File: config.mk
export PLATFORM = sky130hd
export DESIGN_NAME = lfsr_keystream_gen
export DESIGN_NICKNAME = d
export VERILOG_FILES = /design/src/rtl/lfsr_keystream_gen.sv
export SDC_FILE = /design/constraint.sdc
export NUM_CORES = 1
export LEC_CHECK = 0
export ABC_CLOCK_PERIOD_IN_PS = 2600
export CAP_MARGIN = 10
export CORE_MARGIN = 5
export CORE_UTILIZATION = 52
export DETAILED_ROUTE_END_ITERATION = 7
export PLACE_DENSITY = 0.79
export SYNTH_ARGS = -nofsm -noshare
export SYNTH_HDL_FRONTEND = slang
export SYNTH_SLANG_ARGS = --single-unit
File: constraint.sdc
create_clock -name clk -period 2.6 [get_ports clk]
set_input_delay 0.26 -clock clk [delete_from_list [all_inputs] [get_ports clk]]
set_output_delay 0.26 -clock clk [all_outputs]
set_load 0.01 [all_outputs]
File: src/rtl/lfsr_keystream_gen.sv
// -----------------------------------------------------------------------------
// lfsr_keystream_gen
//
// Fibonacci-LFSR keystream generator for the image-encryption datapath.
// A key is loaded serially by XOR-injecting each bit into the feedback, then
// WARMUP shifts are discarded, then OUT_BITS-wide keystream words are emitted
// to the pixel XOR stage. An all-zero state after loading is repaired to 1.
//
// Ports
//   clk           rising-edge clock
//   reset         synchronous, active-high reset
//   start         pulse: (re)start key load from any state
//   key_bit       serial key bit
//   key_valid     key_bit valid this cycle
//   key_ready     high while the FSM is in LOAD
//   out_data      keystream word, first-generated bit in the MSB
//   out_valid     out_data valid; held until accepted
//   out_ready     consumer accepts when out_valid && out_ready
//   busy          FSM is not IDLE
//   lockup_fixed  sticky: a zero state was repaired since the last start
//   state_o       current LFSR state (s[0] is the newest bit)
//
// Handshakes: a key bit transfers on any cycle with key_valid && key_ready;
// a word transfers on any cycle with out_valid && out_ready. Once out_valid
// is raised, out_data and out_valid stay constant until the transfer cycle.
// -----------------------------------------------------------------------------
module lfsr_keystream_gen #(
    parameter int               WIDTH    = 23,
    parameter logic [WIDTH-1:0] TAP_MASK = 23'h700080,
    parameter int               KEY_LEN  = 64,
    parameter int               WARMUP   = 64,
    parameter int               OUT_BITS = 8
) (
    input  logic                clk,
    input  logic                reset,
    input  logic                start,
    input  logic                key_bit,
    input  logic                key_valid,
    output logic                key_ready,
    output logic [OUT_BITS-1:0] out_data,
    output logic                out_valid,
    input  logic                out_ready,
    output logic                busy,
    output logic                lockup_fixed,
    output logic [WIDTH-1:0]    state_o
);

    localparam int KC_W = $clog2(KEY_LEN + 1);
    // A zero-length warmup still needs a legal one-bit counter.
    localparam int WC_W = (WARMUP > 0) ? $clog2(WARMUP + 1) : 1;
    localparam int BC_W = $clog2(OUT_BITS + 1);

    typedef enum logic [1:0] {
        ST_IDLE   = 2'd0,
        ST_LOAD   = 2'd1,
        ST_WARMUP = 2'd2,
        ST_RUN    = 2'd3
    } fsm_t;

    fsm_t                fsm;
    logic [WIDTH-1:0]    lfsr;
    logic [KC_W-1:0]     key_cnt;
    logic [WC_W-1:0]     warm_cnt;
    logic [BC_W-1:0]     bit_cnt;
    logic [OUT_BITS-1:0] collector;

    logic                fb;
    logic                inj;
    logic [WIDTH-1:0]    shifted;
    logic                last_bit;
    logic                stall;
    logic [OUT_BITS-1:0] word_next;

    always_comb begin
        fb       = ^(lfsr & TAP_MASK);
        inj      = (fsm == ST_LOAD) ? key_bit : 1'b0;
        shifted  = {lfsr[WIDTH-2:0], fb ^ inj};
        last_bit = (bit_cnt == BC_W'(OUT_BITS - 1));
        // A finished word cannot be handed over while the previous one is
        // still waiting, so the whole generator freezes instead.
        stall    = last_bit && out_valid && !out_ready;
        // Output bit is the MSB before the shift; words fill MSB-first.
        word_next    = collector << 1;
        word_next[0] = lfsr[WIDTH-1];
    end

    always_ff @(posedge clk) begin
        if (reset) begin
            fsm          <= ST_IDLE;
            lfsr         <= '0;
            key_cnt      <= '0;
            warm_cnt     <= '0;
            bit_cnt      <= '0;
            collector    <= '0;
            out_data     <= '0;
            out_valid    <= 1'b0;
            lockup_fixed <= 1'b0;
        end else if (start) begin
            // Abort whatever is in flight; any partial word is dropped.
            fsm          <= ST_LOAD;
            lfsr         <= '0;
            key_cnt      <= '0;
            warm_cnt     <= '0;
            bit_cnt      <= '0;
            collector    <= '0;
            out_valid    <= 1'b0;
            lockup_fixed <= 1'b0;
        end else begin
            case (fsm)
                ST_IDLE: begin
                end

                ST_LOAD: begin
                    if (key_valid) begin
                        key_cnt <= key_cnt + KC_W'(1);
                        if (key_cnt == KC_W'(KEY_LEN - 1)) begin
                            // An all-zero state would lock the LFSR forever.
                            if (shifted == '0) begin
                                lfsr         <= WIDTH'(1);
                                lockup_fixed <= 1'b1;
                            end else begin
                                lfsr <= shifted;
                            end
                            fsm <= (WARMUP == 0) ? ST_RUN : ST_WARMUP;
                        end else begin
                            lfsr <= shifted;
                        end
                    end
                end

                ST_WARMUP: begin
                    lfsr     <= shifted;
                    warm_cnt <= warm_cnt + WC_W'(1);
                    if (warm_cnt == WC_W'(WARMUP - 1)) begin
                        fsm <= ST_RUN;
                    end
                end

                ST_RUN: begin
                    if (!stall) begin
                        lfsr <= shifted;
                        if (last_bit) begin
                            // Also covers accept-and-replace on the same edge.
                            out_data  <= word_next;
                            out_valid <= 1'b1;
                            bit_cnt   <= '0;
                            collector <= '0;
                        end else begin
                            collector <= word_next;
                            bit_cnt   <= bit_cnt + BC_W'(1);
                            if (out_valid && out_ready) begin
                                out_valid <= 1'b0;
                            end
                        end
                    end
                end

                default: fsm <= ST_IDLE;
            endcase
        end
    end

    assign key_ready = (fsm == ST_LOAD);
    assign busy      = (fsm != ST_IDLE);
    assign state_o   = lfsr;

endmodule

Yosys cells after proc, flatten, opt, wreduce, memory -nomap -nowiden
Cells that the tools add are included.

cells by class
  divide/modulo/power cells = 0
  shifts and indexed selects = 0
  reductions and logical operators = 20
  mux-type cells = 15
  bitwise operators = 3
  magnitude comparators = 0
  add/sub/neg operators = 3
  multipliers = 0
  eq/ne operators = 13

operator list
  cell                                                              number
  23-bit two-way mux                                                4
  23-bit case mux with 3 select lines                               1
  23-bit zero test                                                  1
  23-bit parity                                                     1
  4-bit AND reduction                                               4
  7-bit by 1-bit adder with 7-bit output (second input constant)    2
  7-bit by 6-bit == test with 1-bit output (second input constant)  2
  7-bit two-way mux                                                 1
  2-bit two-way mux                                                 3
  2-bit != test (second input constant)                             3
  3-bit != test (second input constant)                             2
  3-bit AND reduction                                               2
  2-bit nonzero test                                                3
  3-bit nonzero test                                                2
  4-bit by 1-bit adder with 4-bit output (second input constant)    1
  2-bit == test (second input constant)                             2
  4-bit by 3-bit == test with 1-bit output (second input constant)  1
  1-bit two-way mux                                                 4
  4-bit two-way mux                                                 1
  2-bit case mux with 2 select lines                                1
  2-bit AND reduction                                               2
  1-bit logical AND                                                 3
  3-bit by 2-bit != test with 1-bit output (second input constant)  1
  2-bit by 1-bit == test with 1-bit output (second input constant)  1
  other kinds (5)                                                   6

word-level totals
  bits of input ports = 6
  flip-flop bits (word level) = 60
  memory bits (writable) = 0
  output and inout port bits = 35
  memories kept = 0
  bits in latches = 0
  logic and storage cells = 64
  memory bits (read-only) = 0

Depth between registers and ports, before layout
  depth in word-level cells = 8
  gate-level depth with buffers = 6
  mapped depth without buffers = 5

Least setup slack after synthesis
Ideal clock, no wire load.

  path type = register -> register
  start point = register bit_cnt[0]
  end point = register lfsr[13], in the netlist state_o[13]
  path slack = 0.713 ns
  library setup time = 0.128 ns
  data arrival time = 1.759 ns
  cell stages (with the launch flop) = 7
  clock period less this slack = 1.887 ns
  cells stage by stage = dfxtp_1 -> ha_1 -> and3b_1 -> a41oi_1 -> buf_2 -> mux2i_1 -> nor2_1

on the way
  cells in the longest elaborated chain, start to end = 5

RTL lines
  what                                      RTL line  text
  from (decl)                               64        logic [BC_W-1:0] bit_cnt;
  from (signal assigned)                    150       bit_cnt <= bit_cnt + BC_W'(1);
  4-bit by 3-bit == test with 1-bit output  78        last_bit = (bit_cnt == BC_W'(OUT_BITS - 1));
  1-bit logical AND (2 in a row)            81        stall = last_bit && out_valid && !out_ready;
  2-bit != test (no source line)            n/a
  3-bit AND reduction (no source line)      n/a
  to (signal assigned)                      122       lfsr <= shifted;
  to (signal assigned)                      126       lfsr <= shifted;
  to (signal assigned)                      132       lfsr <= shifted;
  to (decl)                                 61        logic [WIDTH-1:0] lfsr;

No other way between the ends.
A chain may end at the register's enable or synchronous reset.

Worst setup path after layout
  start point = register lfsr[19], in the netlist state_o[19]
  end point = register lfsr[0], in the netlist state_o[0]

on the way
  cells in the longest elaborated chain, start to end = 5

RTL lines
  what                                 RTL line  text
  23-bit zero test                     118       if (shifted == '0) begin
  23-bit two-way mux                   118
  23-bit two-way mux                   116       if (key_cnt == KC_W'(KEY_LEN - 1)) begin
  23-bit two-way mux                   114       if (key_valid) begin
  23-bit case mux with 3 select lines  109       case (fsm)

No other way between the ends. The select of a mux whose other input is x is not followed.

==> results.yml <==
outcome:
  status: "finished, final reports clean"
global_route:
  grt_pass1_vias: 1798
  grt_antenna_before_repair: 0
  gr-usage-all-layers_pct: 17.1
  grt_pass1_wl_um: 8380
  overflow: 0
  grt_max_degree: 28
finish:
  fill_cells: 364
  antenna_cells: 0
  final_net_count: 306
  area_delta_synth_final_pct: 25.7
  design_area_um2: 3110
  drive_above_1_share_pct: 8.03
clock_network:
  root_buffer: "clkbuf_8"
  insertion_delay_ns: 0.33
  holdBufCountCts: 0
  clock_sinks: 60
  cts_resized: 0
  cts_max_level: 3
  cts_buffer_depth: 2
  cts_tree: "done"
  cts_setup_buffers: 0
  cts.clk_slew.worst_paths_ns: 0.06
  cts_buffers: 9
routing:
  drt_iter0_drc: 121
  drt-total-wl_um: 4820
  final_antenna_net_count: 0
  firstDrtPassIters: 4
  vias: 1860
  drc: 0
  wl_per_cell_um: 13.6
  viasPerCell: 5.27
logic_synthesis:
  syn_inst: 254
  synth_nets: 263
  synthTopCellsByCount: "60 x dfxtp_1, 58 x nor2_1, 39 x mux2i_1, 9 x clkbuf_1"
  yosys.area.top_type: "dfxtp_1"
  ys.flop_type: "dfxtp_1"
  ys_types: 37
  synth_area_um2: 2470
  async_flop_share_pct: 0
  synth_top_area_share_pct: 48.5
  yosysSeqAreaShare_pct: 48.5
  ys_ff_latch: 60
  synth_edf_count: 0
  yosys-top-cells-area: "dfxtp_1 49%, mux2i_1 16%, nor2_1 8.8%"
  synth.most_common_cell: "dfxtp_1"
  ys_warn_count: 0
  avgSynthCellArea_um2: 9.74
sta:
  holdWs_ns: 0.487
  slew_headroom_pct: 36.5
  hold_viol: 0
  finalCritPeriodShare_pct: 73.7
  finClkSkew_ns: 0.00798
  slew_viol_final: 0
  finalSetupViolCount: 0
  fmax_mhz: 522
  final.min_clock_period_ns: 1.92
  tightest_slew_ns: 0.944
  rsz0062_at_grt: "false"
  finalSetupTns_ns: 0
worst_setup_path:
  path_max_fanout: 4
  crit_required_ns: 2.85
  ff2ff_setup_slack_ns: 0.68
  cp-end-kind: "register"
  start_kind: "register"
  path_class: "reg2reg"
  cp_data_arrival_time_ns: 2.17
floorplan:
  start_util_pct: 53.1
  rows: 25
  io-pin-count: 41
  die_y_um: 79.0
  core_um2: 4660
  die_area_um2: 6240
  die_w_um: 79.0
min_path:
  hold_path_class: "reg2reg"
placement:
  place_hpwl_um: 3370
  io_buffer_count: 40
  place_area_um2: 2930
  globalplace.congestion: 0.756
power:
  p_leak_nw: 1.05
  p_per_area_nw_per_um2: 568
  ir_drop_v: 0.000376
flow_run:
  max_cap_viol_count: 0
critical path, cell delays in order (launching register included):
cell and delay (ns):
dfxtp_1 0.34, or4_4 0.53, or4_1 0.41, or4_1 0.41, a21oi_1 0.16
sequential cells by signal, indices dropped and copies added, names as in the netlist:
register and cells:
bit_cnt 4, state_o 23, out_valid 1, fsm 2, out_data 8, collector 7
key_cnt 7, warm_cnt 7, lockup_fixed 1
power by group:
part | total, mW | internal [mW] | switching (mW)
logic | 0.0651 | 0.0295 | 0.0356
registers | 0.926 | 0.921 | 0.00448
clock network | 0.775 | 0.449 | 0.326
total | 1.77 | 1.40 | 0.366
through the flow:
| step | worst slack [ns] | util (%) | cells | power [mW] |
|---|---|---|---|---|
| floorplan | 0.713 | - | 254 | 0.987 |
| detailed placement | 0.612 | 63.0 | 340 | 1.01 |
| global placement | 0.650 | 63.0 | 340 | 1.01 |
| CTS | 0.668 | 66.8 | 353 | 1.79 |
| finish | 0.685 | 66.8 | 353 | 1.77 |
| global route | 0.483 | 66.8 | 353 | 1.84 |
layout make-up:
class                   count  area [µm²]  area share (%)
repair buffers             45         438            14.1
multi-input cells         180        1220            39.3
well taps                  54        67.6            2.17
clock inverters             3        40.0            1.29
clock buffers              10         138            4.42
inverters                   1        3.75           0.121
flip-flops and latches     60        1200            38.6
routing by layer:
layer	GRT usage (%)	up-vias	routed length [µm]
li1	-	971	-
met1	22.9	845	2390
met2	25.4	34	2150
met3	4.20	10	203
met4	8.76	0	74
met5	0	-	0
logic make-up after synthesis:
kind of cell | synth area share (%)
AND/OR/NAND/NOR | 20.6
multiplexers | 15.8
flip-flops | 48.5
buffers and inverters | 2.33
adder cells (fa/ha/maj) | 1.52
XOR/XNOR | 6.27
AO/OA/AOI/OAI | 5.01
final timing paths:
path / depth (start not counted) / end / start
hold reg to reg: 2 / key_cnt[1] / key_cnt[1]
hold / removal: 2 / key_cnt[1] / key_cnt[1]
setup / recovery: 4 / state_o[0] / state_o[19]
setup reg to reg: 4 / state_o[0] / state_o[19]
cell usage in the layout (no fill, tap or decap), types with 2 or more instances in the layout:
cell type | synthesis | layout
dfxtp_1 | 60 | 60
nor2_1 | 58 | 58
clkdlybuf4s50_1 | 0 | 40
mux2i_1 | 39 | 39
clkbuf_8 | 0 | 10
a21oi_1 | 8 | 8
xnor2_1 | 8 | 8
nand2_1 | 7 | 7
xor2_1 | 7 | 7
nor4_1 | 5 | 5
nand3_1 | 5 | 5
buf_4 | 0 | 5
nand4_1 | 4 | 4
nor2b_1 | 3 | 3
nand3b_1 | 3 | 3
or4_1 | 3 | 3
or3_1 | 3 | 3
nor3_1 | 3 | 3
ha_1 | 3 | 3
and3b_1 | 2 | 2
nand4b_1 | 2 | 2
o21ai_1 | 2 | 2
clkinv_2 | 0 | 2
No activity file was read; power rests on OpenSTA's default activity.
